<file path="src/rtl/stage_id_pipe.sv">
// ============================================================================
// Module   : stage_id_pipe
// Purpose  : Decode stage with registered ID/EX bundle, valid/ready handshake
//            and a load-use scoreboard that inserts bubbles on RAW hazards.
// Options  : WB_BYPASS_EN - forward same-cycle writeback into register reads
//            and clear the scoreboard combinationally for the hazard check.
// Revision : 1.0 - initial release
// ============================================================================
`default_nettype none

module stage_id_pipe #(
  parameter int XLEN      = 32,
  parameter int NREGS     = 32,
  parameter int MAT_LANES = 4,
  parameter int MAT_NREGS = 8,
  localparam int MAT_W    = MAT_LANES * XLEN
) (
  input  logic             clk,
  input  logic             rst,
  input  logic             in_valid,
  output logic             in_ready,
  input  logic [31:0]      id_inst,
  input  logic [XLEN-1:0]  id_pc,
  input  logic             flush,
  input  logic [1:0]       w_select,
  input  logic [4:0]       w_regs_addr,
  input  logic [XLEN-1:0]  w_regs_data,
  input  logic [MAT_W-1:0] w_matrix_data,
  output logic             out_valid,
  input  logic             out_ready,
  output logic [XLEN-1:0]  out_pc,
  output logic [XLEN-1:0]  out_imm,
  output logic [XLEN-1:0]  out_rs1_data,
  output logic [XLEN-1:0]  out_rs2_data,
  output logic [MAT_W-1:0] out_mat_data,
  output logic [4:0]       out_rd,
  output logic [4:0]       out_rs1,
  output logic [4:0]       out_rs2,
  output logic [2:0]       out_func3,
  output logic             out_func7,
  output logic             out_br,
  output logic             out_mem_read,
  output logic             out_mem2reg,
  output logic             out_mem_write,
  output logic             out_br_addr_mode,
  output logic             out_rs2_r_select,
  output logic [2:0]       out_alu_op,
  output logic [1:0]       out_alu_src1,
  output logic [1:0]       out_alu_src2,
  output logic [1:0]       out_w_select
);

  localparam int MIDX = $clog2(MAT_NREGS);

  localparam logic [6:0] OP_LUI    = 7'b0110111;
  localparam logic [6:0] OP_AUIPC  = 7'b0010111;
  localparam logic [6:0] OP_JAL    = 7'b1101111;
  localparam logic [6:0] OP_JALR   = 7'b1100111;
  localparam logic [6:0] OP_BRANCH = 7'b1100011;
  localparam logic [6:0] OP_LOAD   = 7'b0000011;
  localparam logic [6:0] OP_STORE  = 7'b0100011;
  localparam logic [6:0] OP_IMM    = 7'b0010011;
  localparam logic [6:0] OP_OP     = 7'b0110011;
  localparam logic [6:0] OP_CUST0  = 7'b0001011;

  typedef enum logic [0:0] {EMPTY = 1'b0, FULL = 1'b1} state_t;

  typedef struct packed {
    logic       br;
    logic       mem_read;
    logic       mem2reg;
    logic       mem_write;
    logic       br_addr_mode;
    logic       rs2_r_select;
    logic [2:0] alu_op;
    logic [1:0] alu_src1;
    logic [1:0] alu_src2;
    logic [1:0] w_select;
  } ctrl_t;

  state_t           state, state_next;
  ctrl_t            ctrl;
  logic [31:0]      imm32;
  logic             uses_rs1, uses_rs2;
  logic [XLEN-1:0]  regs  [NREGS];
  logic [MAT_W-1:0] mregs [MAT_NREGS];
  logic [NREGS-1:0] pend, pend_set, pend_clr, pend_chk;
  logic [XLEN-1:0]  rs1_val, rs2_val;
  logic [MAT_W-1:0] mat_val;
  logic             rs1_busy, rs2_busy, hazard, capture, load_leaves;

  wire [6:0] opcode = id_inst[6:0];
  wire [4:0] rs1    = id_inst[19:15];
  wire [4:0] rs2    = id_inst[24:20];

  assign out_valid = (state == FULL);

  // Control decode and immediate generation; also flags which sources are read.
  always_comb begin
    ctrl     = '0;
    imm32    = '0;
    uses_rs1 = 1'b1;
    uses_rs2 = 1'b0;
    case (opcode)
      OP_LUI: begin
        imm32 = {id_inst[31:12], 12'b0};
        ctrl.alu_src1 = 2'd2; ctrl.alu_src2 = 2'd1; ctrl.w_select = 2'b01;
        uses_rs1 = 1'b0;
      end
      OP_AUIPC: begin
        imm32 = {id_inst[31:12], 12'b0};
        ctrl.alu_src1 = 2'd1; ctrl.alu_src2 = 2'd1; ctrl.w_select = 2'b01;
        uses_rs1 = 1'b0;
      end
      OP_JAL: begin
        imm32 = {{11{id_inst[31]}}, id_inst[31], id_inst[19:12], id_inst[20], id_inst[30:21], 1'b0};
        ctrl.br = 1'b1; ctrl.alu_src1 = 2'd1; ctrl.alu_src2 = 2'd2; ctrl.w_select = 2'b01;
        uses_rs1 = 1'b0;
      end
      OP_JALR: begin
        imm32 = {{20{id_inst[31]}}, id_inst[31:20]};
        ctrl.br = 1'b1; ctrl.br_addr_mode = 1'b1;
        ctrl.alu_src1 = 2'd1; ctrl.alu_src2 = 2'd2; ctrl.w_select = 2'b01;
      end
      OP_BRANCH: begin
        imm32 = {{19{id_inst[31]}}, id_inst[31], id_inst[7], id_inst[30:25], id_inst[11:8], 1'b0};
        ctrl.br = 1'b1; ctrl.alu_op = 3'd1;
        uses_rs2 = 1'b1;
      end
      OP_LOAD: begin
        imm32 = {{20{id_inst[31]}}, id_inst[31:20]};
        ctrl.mem_read = 1'b1; ctrl.mem2reg = 1'b1; ctrl.alu_src2 = 2'd1; ctrl.w_select = 2'b01;
      end
      OP_STORE: begin
        imm32 = {{20{id_inst[31]}}, id_inst[31:25], id_inst[11:7]};
        ctrl.mem_write = 1'b1; ctrl.alu_src2 = 2'd1;
        uses_rs2 = 1'b1;
      end
      OP_IMM: begin
        imm32 = {{20{id_inst[31]}}, id_inst[31:20]};
        ctrl.alu_op = 3'd2; ctrl.alu_src2 = 2'd1; ctrl.w_select = 2'b01;
      end
      OP_OP: begin
        ctrl.alu_op = 3'd3; ctrl.w_select = 2'b01;
        uses_rs2 = 1'b1;
      end
      OP_CUST0: begin
        imm32 = {{20{id_inst[31]}}, id_inst[31:20]};
        ctrl.alu_op = 3'd4; ctrl.rs2_r_select = 1'b1; ctrl.w_select = 2'b10;
        uses_rs2 = 1'b1;
      end
      default: ;
    endcase
  end

  // Register file reads; x0 is hard-wired to zero and never forwarded.
  always_comb begin
    rs1_val = (rs1 == 5'd0) ? '0 : regs[rs1];
    rs2_val = (rs2 == 5'd0) ? '0 : regs[rs2];
    mat_val = mregs[rs1[MIDX-1:0]];
`ifdef WB_BYPASS_EN
    if (w_select[0] && (w_regs_addr == rs1) && (rs1 != 5'd0)) rs1_val = w_regs_data;
    if (w_select[0] && (w_regs_addr == rs2) && (rs2 != 5'd0)) rs2_val = w_regs_data;
    if (w_select[1] && (w_regs_addr[MIDX-1:0] == rs1[MIDX-1:0])) mat_val = w_matrix_data;
`endif
  end

  // Scoreboard masks and load-use hazard detection.
  always_comb begin
    load_leaves = out_valid && out_ready && out_mem_read && !flush;
    pend_set = '0;
    pend_clr = '0;
    if (load_leaves && (out_rd != 5'd0)) pend_set[out_rd] = 1'b1;
    if (w_select[0]) pend_clr[w_regs_addr] = 1'b1;
`ifdef WB_BYPASS_EN
    pend_chk = pend & ~pend_clr;
`else
    pend_chk = pend;
`endif
    rs1_busy = pend_chk[rs1] || (out_valid && out_mem_read && (out_rd == rs1));
    rs2_busy = pend_chk[rs2] || (out_valid && out_mem_read && (out_rd == rs2));
    hazard   = in_valid && ((uses_rs1 && (rs1 != 5'd0) && rs1_busy) ||
                            (uses_rs2 && (rs2 != 5'd0) && rs2_busy));
  end

  // Handshake and next-state logic for the output holding register.
  always_comb begin
    in_ready   = !rst && !hazard && ((state == EMPTY) || out_ready);
    capture    = in_valid && in_ready && !flush;
    state_next = state;
    if (flush)                          state_next = EMPTY;
    else if (capture)                   state_next = FULL;
    else if (state == FULL && out_ready) state_next = EMPTY;
  end

  // State register.
  always_ff @(posedge clk) begin
    if (rst) state <= EMPTY;
    else     state <= state_next;
  end

  // Pending-load scoreboard; a set in the same cycle as a clear wins.
  always_ff @(posedge clk) begin
    if (rst) pend <= '0;
    else     pend <= (pend & ~pend_clr) | pend_set;
  end

  // Scalar and matrix register file writes.
  always_ff @(posedge clk) begin
    if (rst) begin
      for (int i = 0; i < NREGS; i++)     regs[i]  <= '0;
      for (int i = 0; i < MAT_NREGS; i++) mregs[i] <= '0;
    end else begin
      if (w_select[0] && (w_regs_addr != 5'd0)) regs[w_regs_addr] <= w_regs_data;
      if (w_select[1]) mregs[w_regs_addr[MIDX-1:0]] <= w_matrix_data;
    end
  end

  // ID/EX bundle: load on capture, zero when drained or flushed, else hold.
  always_ff @(posedge clk) begin
    if (rst || (!capture && (flush || out_ready || state == EMPTY))) begin
      out_pc <= '0; out_imm <= '0; out_rs1_data <= '0; out_rs2_data <= '0;
      out_mat_data <= '0; out_rd <= '0; out_rs1 <= '0; out_rs2 <= '0;
      out_func3 <= '0; out_func7 <= 1'b0; out_br <= 1'b0; out_mem_read <= 1'b0;
      out_mem2reg <= 1'b0; out_mem_write <= 1'b0; out_br_addr_mode <= 1'b0;
      out_rs2_r_select <= 1'b0; out_alu_op <= '0; out_alu_src1 <= '0;
      out_alu_src2 <= '0; out_w_select <= '0;
    end else if (capture) begin
      out_pc <= id_pc; out_imm <= XLEN'($signed(imm32));
      out_rs1_data <= rs1_val; out_rs2_data <= rs2_val; out_mat_data <= mat_val;
      out_rd <= id_inst[11:7]; out_rs1 <= rs1; out_rs2 <= rs2;
      out_func3 <= id_inst[14:12]; out_func7 <= id_inst[30];
      out_br <= ctrl.br; out_mem_read <= ctrl.mem_read; out_mem2reg <= ctrl.mem2reg;
      out_mem_write <= ctrl.mem_write; out_br_addr_mode <= ctrl.br_addr_mode;
      out_rs2_r_select <= ctrl.rs2_r_select; out_alu_op <= ctrl.alu_op;
      out_alu_src1 <= ctrl.alu_src1; out_alu_src2 <= ctrl.alu_src2;
      out_w_select <= ctrl.w_select;
    end
  end

endmodule

`default_nettype wire

</file>
<file path="config.mk">
export PLATFORM = sky130hd
export DESIGN_NAME = stage_id_pipe
export DESIGN_NICKNAME = d
export VERILOG_FILES = /design/src/rtl/stage_id_pipe.sv
export SDC_FILE = /design/constraint.sdc
export NUM_CORES = 2
export LEC_CHECK = 0
export ABC_AREA = 1
export BUFFER_PORTS_ARGS = -buffer_cell sky130_fd_sc_hd__buf_2
export CAP_MARGIN = 10
export CORE_MARGIN = 2
export CORE_UTILIZATION = 35
export CTS_CLUSTER_DIAMETER = 30
export DETAILED_ROUTE_END_ITERATION = 10
export SYNTH_ARGS = -nofsm -noshare
export SYNTH_HDL_FRONTEND = slang
export SYNTH_SLANG_ARGS = --single-unit
</file>
<file path="constraint.sdc">
create_clock -name clk -period 4.2 [get_ports clk]
set_input_delay 0.21 -clock clk [delete_from_list [all_inputs] [get_ports clk]]
set_output_delay 0.21 -clock clk [all_outputs]
set_load 0.02 [all_outputs]
</file>
==> flow_summary.toml <==
[synthesis]
ys_seq_area_share_pct = 60.13
yosys_warnings = 0
syn_inst = 12550
synth_cell_type_count = 36
synth_seq_cells = 2370
mappedNetlistArea_mm2 = 0.1130
syn-mean-instance-area_um2 = 9.002

[place]
numPortBuffers = 527
dp.cells = 16580
routabilityCongestion = 0.8875
dpl-instance-area_mm2 = 0.1204
hpwl_um = 235900

[cells_and_area]
multi_input_area_mm2 = 0.03888
fin_cells = 17800
n_fill_cell = 30360
seq_area_mm2 = 0.06795
final_area_mm2 = 0.1408
final_nets = 13290
final_cell_mix = "3,628 x nor2_1, 2,048 x edfxtp_1, 1,605 x nand2_1"
drive_above_1_share_pct = 12.66
area_delta_synth_final_pct = 24.61
mostFrequentLayoutCell = "nor2_1"

[sta]
period_needed_ns = 3.789
worst_pin_slew_ns = 1.364
fin_crit_sh_pct = 90.22
slew_headroom_pct = 9.079
hold_viol_final = 0
holdWs_ns = 0.08121
max_freq_mhz = 263.9
maxSlewViolCount = 0
setup-violations-final = 0
fin_setup_tns_ns = 0
rsz0062_at_grt = "false"
skew_ns = 0.08067

[global_routing]
grt_max_degree = 186
antenna_found_initial = 25
track_usage_pct = 25.73
grt_pass1_wl_um = 629900
grt_pass1_vias = 94440
overflow = 0

[die]
std_cell_rows = 208
io-pin-count = 528
die_w_um = 572.2
initial_core_util_pct = 35.18
core-area_mm2 = 0.3211
dieArea_mm2 = 0.3274
die_h_um = 572.2

[power]
ir_worst_vdd_mv = 0.4261
power.leakage_nw = 54.08
p_per_area_mw_per_mm2 = 529.6

[drt]
wl_per_cell_um = 24.67
ant_nets = 0
vias_per_cell = 5.621
vias = 100100
drt_first_iter_violations = 13470
dr.pass1.iters = 6
drc = 0
routed_wl_um = 439100

[critical_path]
crit_top_cell = "nand2_1"
crit_path_top_delay_cell = "a21boi_0"
r2r_end = "out_rd[0]"
endpoint = "in_ready"
path_class = "primary input to primary output"
crit_cells = 12
crit_chain = "dlygate4sd3_1 -> buf_2 -> nand2_1 -> dlygate4sd3_1 -> nor2_1 -> nand2_1 -> nor2_2 -> nor3_1 -> nand2_1 -> nand2_1 -> a21boi_0 -> buf_2"
r2r_slack_ns = 0.70
crit_start = "id_inst[5]"
worstPathArrival_ns = 3.58
start_kind = "primary input"
cp-end-kind = "primary output"
path_buf_inv = 4
timing.rr.start = "out_rd[4]"
cp_max_fo = 8
cp_top_family = "buffers and inverters"
reg2reg_depth = 14
required_ns = 3.99
max_stage_delay_ns = 0.67

[min_path]
holdCritPathClass = "primary input to flip-flop"
holdPathStages = 7

[status]
status = "finished clean"

[clocking]
cts_tree = "done"
htreeDepth = 6
path_clk_slew_ns = 0.04
cts-resized-gates = 0
cts.path.max_buffers = 4
cts_sinks = 2370
clk_latency_ns = 1.01
root_buffer = "clkbuf_16"
cts_buffers = 539

[run]
cap_violations = 0
final cells by class:
cell class                 instances  area share, %
sequential                      2370          48.26
multi-input combinational       8513          27.62
clock buffer                     676          10.23
timing repair buffer            1048          5.975
tap                             4305          3.826
clock inverter                   302          2.490
inverter                         578          1.580
antenna                            9        0.01600
synthesized netlist by cell type:
master | n | area share, %
edfxtp_1 | 2048 | 54
nor3_2 | 1 | 0.0089
a21oi_1 | 343 | 1.5
dfxtp_1 | 322 | 5.7
nor3_1 | 22 | 0.097
a32o_1 | 128 | 1.1
nand2_2 | 1 | 0.0055
and3_1 | 9 | 0.050
nand3_1 | 354 | 1.6
a31oi_1 | 26 | 0.14
conb_1 | 1 | 0.0033
buf_1 | 64 | 0.21
nor2_1 | 3632 | 12
or2_2 | 4 | 0.022
buf_2 | 181 | 0.80
buf_4 | 12 | 0.080
o221ai_1 | 204 | 1.6
a21boi_0 | 1 | 0.0066
inv_2 | 5 | 0.017
clkinv_1 | 2 | 0.0066
nand4_1 | 255 | 1.4
o22ai_1 | 286 | 1.6
inv_1 | 570 | 1.9
nor2_2 | 1 | 0.0055
clkbuf_1 | 853 | 2.8
buf_6 | 12 | 0.12
o21ai_1 | 3 | 0.013
o31ai_1 | 24 | 0.16
a22o_1 | 1 | 0.0078
o21ai_0 | 1427 | 6.3
nor4_4 | 1 | 0.019
o211ai_1 | 95 | 0.63
nand3b_1 | 1 | 0.0066
nand2_1 | 1660 | 5.5
a32oi_1 | 2 | 0.016
inv_4 | 1 | 0.0055
per-stage QoR:
| step | total power, mW | util [%] | worst slack [ns] |
|---|---|---|---|
| final | 74.56 | 43.84 | 0.4108 |
| after global routing | 76.47 | 43.83 | 0.3511 |
| after CTS | 74.63 | 43.82 | 0.5938 |
| after detailed placement | 33.20 | 37.51 | 0.8249 |
| after global placement | 33.16 | 37.51 | 0.8042 |
| after floorplan | 30.78 | - | 0.8692 |
how the worst min path moves through the flow:
stage | from | end | slack, ns
floorplan | w_select[0] | pend[10] | 0.42
finish | id_inst[16] | out_rs1_data[15] | 0.08
global placement | pend[0] | pend[0] | 0.44
global route | w_regs_data[30] | regs[7][30] | 0.07
detailed placement | pend[0] | pend[0] | 0.44
CTS | id_inst[18] | out_imm[18] | 0.006
cell families after synthesis:
logic type	after synthesis	share of synthesized area [%]
AO/OA/AOI/OAI	2540	13.12
buffers and inverters	1700	5.970
other	1	0.003319
flip-flops	2370	60.13
AND/OR/NAND/NOR	5941	20.78
state kept, by name, summed over array words and instances (netlist names), 3 cells and up:
name	flops
out_rd	5
out_rs2	5
out_rs1	5
pend	32
regs	1024
out_rs1_data	32
out_pc	32
mregs	1024
out_rs2_data	32
out_mat_data	128
out_imm	32
out_alu_op	3
out_func3	3
per-layer routing:
| metal | GRT usage [%] | vias to the layer above | routed length [um] |
|---|---|---|---|
| met4 | 15.35 | 12 | 27830 |
| met5 | 0 | - | 80 |
| met1 | 33.06 | 48000 | 166800 |
| met2 | 39.66 | 6462 | 194200 |
| li1 | - | 44230 | - |
| met3 | 5.729 | 1367 | 50270 |
worst reg2reg max path, stage by stage, from the launching register on:
cell           delay [ns]
dfxtp_1              0.62
inv_1                0.24
o22ai_1              0.16
nor2_1               0.06
nand3_1              0.08
nand3_1              0.09
nand2_1              0.07
nand2_1              0.14
nand2_8              0.20
buf_4                0.76
nand4_1              0.21
nand2_1              0.13
inv_1                0.04
nor2_1               0.08
dlygate4sd3_1        0.56
power breakdown:
group	switching, mW	internal (mW)	leakage [nW]
sequential	0.422	26.8	22.2
combinational	4.32	1.58	23.3
clock	13.7	27.7	8.67
total	18.5	56.1	54.1
timing repair:
action,CTS,global route
buffers inserted,0,0
hold buffers,235,1
hold endpoints to repair,1801,14
Note: power is estimated with default switching activity, not from simulation.
